File: src/rtl/comp_serial_pkg.sv
// Shared types for the bit-serial comparator: FSM state codes, result codes
// and the counter-width helper.
package comp_serial_pkg;

  typedef enum logic [1:0] {
    ST_IDLE = 2'd0,
    ST_RUN  = 2'd1,
    ST_DONE = 2'd2
  } state_e;

  typedef enum logic [1:0] {
    RES_NONE = 2'd0,
    RES_EQ   = 2'd1,
    RES_LT   = 2'd2,
    RES_GT   = 2'd3
  } res_e;

  // Bit counter must hold WIDTH-1; a 1-bit operand still needs a 1-bit counter.
  function automatic int cnt_width(input int width);
    return (width > 1) ? $clog2(width) : 1;
  endfunction

endpackage

File: src/rtl/comp_serial_if.sv
// Request/result bundle of the serial comparator; the master issues operands
// and start, the slave returns busy/done and the eq/lt/gt result.
interface comp_serial_if #(
  parameter int WIDTH = 8
);
  logic             start;
  logic             sgn;
  logic [WIDTH-1:0] i0;
  logic [WIDTH-1:0] i1;
  logic             busy;
  logic             done;
  logic             eq;
  logic             lt;
  logic             gt;

  modport master (
    output start, sgn, i0, i1,
    input  busy, done, eq, lt, gt
  );

  modport slave (
    input  start, sgn, i0, i1,
    output busy, done, eq, lt, gt
  );
endinterface

File: src/rtl/comp_bit_cell.sv
// One-bit compare cell: flags a difference and its direction; on the sign bit
// of a two's-complement operand the polarity is inverted.
module comp_bit_cell (
  input  logic a,
  input  logic b,
  input  logic msb_signed,
  output logic diff,
  output logic a_gt_b
);

  assign diff   = a ^ b;
  assign a_gt_b = msb_signed ? (~a & b) : (a & ~b);

endmodule

File: src/rtl/comp_serial.sv
// MSB-first bit-serial magnitude comparator with start/done handshake and
// registered eq/lt/gt results that hold until the next accepted start.
module comp_serial
  import comp_serial_pkg::*;
#(
  parameter int WIDTH      = 8,
  parameter bit EARLY_EXIT = 1'b1
) (
  input  logic          clk,
  input  logic          rst,
  comp_serial_if.slave  bus
);

  localparam int             CW      = cnt_width(WIDTH);
  localparam logic [CW-1:0]  CNT_TOP = CW'(WIDTH - 1);

  state_e           state_q, state_d;
  logic [WIDTH-1:0] a_q, a_d;
  logic [WIDTH-1:0] b_q, b_d;
  logic             sgn_q, sgn_d;
  logic [CW-1:0]    cnt_q, cnt_d;
  logic             seen_q, seen_d;   // a difference has been recorded
  logic             sgt_q, sgt_d;     // direction of the recorded difference
  res_e             res_q, res_d;

  logic bit_diff;
  logic bit_gt;
  logic first_bit;
  logic seen_now;
  logic gt_now;
  logic decide;
  logic accept;

  assign first_bit = (cnt_q == CNT_TOP);

  comp_bit_cell u_cell (
    .a          (a_q[WIDTH-1]),
    .b          (b_q[WIDTH-1]),
    .msb_signed (sgn_q & first_bit),
    .diff       (bit_diff),
    .a_gt_b     (bit_gt)
  );

  // Only the first difference counts; later bits cannot overturn it.
  assign seen_now = seen_q | bit_diff;
  assign gt_now   = seen_q ? sgt_q : bit_gt;
  assign decide   = (EARLY_EXIT && bit_diff) || (cnt_q == '0);
  assign accept   = bus.start && (state_q != ST_RUN);

  always_comb begin
    // NOTE: every target gets a default first, so no branch can infer a latch.
    state_d = state_q;
    a_d     = a_q;
    b_d     = b_q;
    sgn_d   = sgn_q;
    cnt_d   = cnt_q;
    seen_d  = seen_q;
    sgt_d   = sgt_q;
    res_d   = res_q;

    unique case (state_q)
      ST_RUN: begin
        a_d    = a_q << 1;
        b_d    = b_q << 1;
        cnt_d  = cnt_q - CW'(1);
        seen_d = seen_now;
        sgt_d  = gt_now;
        if (decide) begin
          state_d = ST_DONE;
          res_d   = !seen_now ? RES_EQ : (gt_now ? RES_GT : RES_LT);
        end
      end
      ST_IDLE, ST_DONE: begin
        if (accept) begin
          state_d = ST_RUN;
          a_d     = bus.i0;
          b_d     = bus.i1;
          sgn_d   = bus.sgn;
          cnt_d   = CNT_TOP;
          seen_d  = 1'b0;
          sgt_d   = 1'b0;
          res_d   = RES_NONE;
        end else if (state_q == ST_DONE) begin
          state_d = ST_IDLE;
        end
      end
      default: state_d = ST_IDLE;
    endcase
  end

  // NOTE: the datapath registers are reset too, so a reset mid-compare leaves
  // no stale operand or partial result behind.
  always_ff @(posedge clk or posedge rst) begin
    if (rst) begin
      state_q <= ST_IDLE;
      a_q     <= '0;
      b_q     <= '0;
      sgn_q   <= 1'b0;
      cnt_q   <= '0;
      seen_q  <= 1'b0;
      sgt_q   <= 1'b0;
      res_q   <= RES_NONE;
    end else begin
      // NOTE: non-blocking updates so every register sees pre-edge values.
      state_q <= state_d;
      a_q     <= a_d;
      b_q     <= b_d;
      sgn_q   <= sgn_d;
      cnt_q   <= cnt_d;
      seen_q  <= seen_d;
      sgt_q   <= sgt_d;
      res_q   <= res_d;
    end
  end

  assign bus.busy = (state_q == ST_RUN);
  assign bus.done = (state_q == ST_DONE);
  assign bus.eq   = (res_q == RES_EQ);
  assign bus.lt   = (res_q == RES_LT);
  assign bus.gt   = (res_q == RES_GT);

endmodule

File: src/flat_wrapper.sv
// flat-port wrapper written by rule: the top's interface ports become plain ports
module comp_serial_flat import comp_serial_pkg::*;
#(
  parameter int WIDTH      = 8,
  parameter bit EARLY_EXIT = 1'b1
)
  (clk, rst, bus_start, bus_sgn, bus_i0, bus_i1, bus_busy, bus_done, bus_eq, bus_lt, bus_gt);
  comp_serial_if #(.WIDTH(WIDTH)) bus_i ();
  input  logic clk;
  input  logic rst;
  input wire logic [$bits(bus_i.start)-1:0] bus_start;
  input wire logic [$bits(bus_i.sgn)-1:0] bus_sgn;
  input wire logic [$bits(bus_i.i0)-1:0] bus_i0;
  input wire logic [$bits(bus_i.i1)-1:0] bus_i1;
  output wire logic [$bits(bus_i.busy)-1:0] bus_busy;
  output wire logic [$bits(bus_i.done)-1:0] bus_done;
  output wire logic [$bits(bus_i.eq)-1:0] bus_eq;
  output wire logic [$bits(bus_i.lt)-1:0] bus_lt;
  output wire logic [$bits(bus_i.gt)-1:0] bus_gt;
  assign bus_i.start = bus_start;
  assign bus_i.sgn = bus_sgn;
  assign bus_i.i0 = bus_i0;
  assign bus_i.i1 = bus_i1;
  assign bus_busy = bus_i.busy;
  assign bus_done = bus_i.done;
  assign bus_eq = bus_i.eq;
  assign bus_lt = bus_i.lt;
  assign bus_gt = bus_i.gt;
  comp_serial #(.WIDTH(WIDTH), .EARLY_EXIT(EARLY_EXIT)) u_core (.clk(clk), .rst(rst), .bus(bus_i));
endmodule
File: config.mk
export PLATFORM = sky130hd
export DESIGN_NAME = comp_serial_flat
export DESIGN_NICKNAME = d
export VERILOG_FILES = /design/src/rtl/comp_serial_pkg.sv /design/src/rtl/comp_serial_if.sv /design/src/rtl/comp_bit_cell.sv /design/src/rtl/comp_serial.sv /design/src/flat_wrapper.sv
export SDC_FILE = /design/constraint.sdc
export NUM_CORES = 1
export LEC_CHECK = 0
export BUFFER_PORTS_ARGS = -buffer_cell sky130_fd_sc_hd__clkbuf_2
export CORE_MARGIN = 4
export CORE_UTILIZATION = 50
export DETAILED_ROUTE_END_ITERATION = 16
export GPL_TIMING_DRIVEN = 0
export HOLD_SLACK_MARGIN = 0.1
export PLACE_DENSITY_LB_ADDON = 0.05
export SYNTH_ARGS = -nofsm -noshare
export SYNTH_HDL_FRONTEND = slang
export SYNTH_SLANG_ARGS = --single-unit
export TNS_END_PERCENT = 10
File: constraint.sdc
create_clock -name clk -period 4.34 [get_ports clk]
set_input_delay 0.434 -clock clk [delete_from_list [all_inputs] [get_ports clk]]
set_output_delay 0.434 -clock clk [all_outputs]
set_load 0.005 [all_outputs]
==> results_dict.tcl <==
set metrics [dict create \
    tns_setup_ns 0 \
    async_flop_share 1.00 \
    grt_setup_unrepaired "no" \
    rr_startpoint "u_core.a_q[7]" \
    cts.sink_count 26 \
    cap_violations 0 \
    vdd.ir_drop.worst_mv 0.390 \
    cts_post_setup_buffers_inserted 0 \
    clk_pin_slew_worst_paths_ns 0.14 \
    layout-area-overhead-vs-synth_pct 13.8 \
    row_count 19 \
    die_width_um 61.2 \
    layout-drive-gt1-share 0.440 \
    avgViaCountPerCell 5.08 \
    antenna_cells_inserted 0 \
    dr.pass1.iters 2 \
    fin_worst_hold_slack_ns 0.301 \
    grt_max_degree 27 \
    yosys_top_cell_area_share 0.460 \
    dpl_hpwl_um 1810 \
    final_core_util 0.589 \
    clock.fmax_ghz 0.536 \
    dominantRegCellSynth "dfrtp_1" \
    port-buffer-count 24 \
    depth_of_the_worst_register_to_register_path 5 \
    required_ns 3.91 \
    layout_commonest_cell "dfrtp_1" \
    power.leakage_nw 0.803 \
    fp.dieArea_mm2 0.00375 \
    worst-path-max-fanout 10 \
    setup_slack_at_placement_ns 2.79 \
    main_combinational_cell_family_by_area_after_synthesis "multiplexers" \
    timing_worst_slew_pin_value_ns 0.984 \
    crit-reg2reg-capture "u_core.res_q[0]" \
    min_path_type "in2async" \
    synthMuxAreaShare 0.289 \
    complex_gate_fraction_of_the_synthesized_area 0.0495 \
    run_status "finished, final reports clean" \
    synthesis.area_per_instance_um2 12.5 \
    synth.area.top_cells "dfrtp_1 46%, mux2_2 15%, mux2_4 7.4%" \
    maxSlewHeadroom 0.343 \
    clock_skews_ns 0.00367 \
    initial_core_util 0.518 \
    routed-via-count 874 \
    yosysUniqueCellTypes 27 \
    clk_path_buf_depth 2 \
    antenna_found_initial 0 \
    power-per-cell-area_mw_per_mm2 719 \
    adder_and_majority_gate_portion_of_the_synthesized_area 0.0442 \
    netlist_area_mm2 0.00142 \
    route.antenna.remaining_nets 0 \
    gpl_wtd_cong 0.656 \
    seq_area_frac_synth 0.460 \
    synth.net_count 138 \
    drt-initial-drc-count 11 \
    layout_worst_path_cycle_share 0.430 \
    cts_inserted_buffers 3 \
    die_h_um 61.2 \
    drc_errors 0 \
    setup_viol 0 \
    first_pass_grt_wire_length_um 4150 \
    postCtsHoldBufs 0 \
    timing_hold_violations_final 0 \
    critPathArrivalTime_ns 1.43 \
    mostFrequentLayoutCells "26 x dfrtp_1, 24 x clkbuf_2, 19 x mux2_2" \
    ys_warn_count 0 \
    placeableCoreArea_mm2 0.00273 \
    setup.reg_to_reg.worst_slack_ns 2.74 \
    synthCells 113 \
    groute.usage.overall 0.150 \
    first_global_vias 927 \
    wl_per_cell_um 14.0 \
    post-route-worst-setup-slack_ns 2.47 \
    postSynthRegisterBits 26 \
    start_kind "flip-flop" \
    worstSetupPathType "reg2out" \
    synth_enable_flop_cells 0 \
    drv_slew 0 \
    yosysTopAreaCell "dfrtp_1" \
    global_route.overflow_total 0 \
    num-nets-final 167 \
    synth_xor_xnor_area_share 0.00619 \
    clkLatencyLatePin_ns 0.32 \
    root_buffer "clkbuf_4" \
    cts_repair_resize_count 0 \
    top_level_i_o_count 25 \
    post_synth_and_or_nand_nor_area_fraction 0.0920 \
    critical_path.endpoint_type "output port" \
    timing.final.crit_period_ns 1.87 \
    cts_max_level 1 \
    cts_tree "built" \
    route.final.wire_length_um 2400 \
]
## worst max path at each step
stage | from | end | slack (ns) | cells past startpoint
5_1_grt | u_core.state_q[0] | bus_done | 2.38 | 5
4_1_cts | u_core.state_q[0] | bus_done | 2.44 | 5
3_5_place_dp | bus_start | u_core.a_q[6] | 2.79 | 6
2_1_floorplan | u_core.state_q[0] | u_core.a_q[4] | 2.91 | 6
3_3_place_gp | bus_start | u_core.a_q[4] | 2.80 | 6
6_report | u_core.state_q[0] | bus_done | 2.47 | 5
## sequential cells by signal, summed over array words and instances, names as in the netlist
name / flops
u_core.a_q: 8
u_core.b_q: 8
u_core.cnt_q: 3
u_core.res_q: 2
u_core.seen_q: 1
u_core.sgn_q: 1
u_core.sgt_q: 1
u_core.state_q: 2
## kinds of logic after synthesis
kind of cell | after synthesis
multiplexers | 35
flip-flops | 26
AND/OR/NAND/NOR | 22
buffers and inverters | 13
AO/OA/AOI/OAI | 11
adder cells (fa/ha/maj) | 5
XOR/XNOR | 1
## metal layers
| layer | up-vias | global-route usage | part of all wire |
|---|---|---|---|
| met2 | 14 | 0.252 | 0.49 |
| li1 | 442 | - | - |
| met1 | 416 | 0.193 | 0.47 |
| met5 | - | 0 | 0 |
| met3 | 2 | 0.0273 | 0.035 |
| met4 | 0 | 0.0557 | 0.0037 |
## power by group
part           leakage [nW]  switching [mW]  internal [mW]  total [mW]
logic                 0.472           0.249          0.353       0.602
registers             0.310          0.0735          0.361       0.434
clock network        0.0210          0.0702         0.0513       0.122
## stage by stage
stage | instance area (um^2) | std cells | total power, mW
floorplan | 1420 | 113 | 0.925
global placement | 1570 | 168 | 1.03
detailed placement | 1570 | 168 | 1.05
CTS | 1610 | 172 | 1.18
global route | 1610 | 172 | 1.26
finish | 1610 | 172 | 1.16
## synth_stat cells, types with 3 or more instances
cell and count:
nand2b_1 3, inv_1 7, nor2b_1 6, and2_1 3, a21oi_1 4, mux2i_1 9
ha_1 5, mux2_2 19, nand3_1 3, mux2_4 7, dfrtp_1 26
## critical path, cell delays in order (launching register included)
cell	delay, ns
dfrtp_1	0.39
buf_4	0.16
buf_6	0.14
buf_2	0.18
nor2b_1	0.12
clkbuf_2	0.12
## area by class of cell
class                   instances  area [um^2]
flip-flops and latches         26          651
clock buffers                   4         36.3
plain buffers                   6         57.6
inverters                       7         26.3
fillers                       241         1120
repair buffers                 24          120
well taps                      31         38.8
multi-input cells              74          681
(Power assumes the default switching activity.)
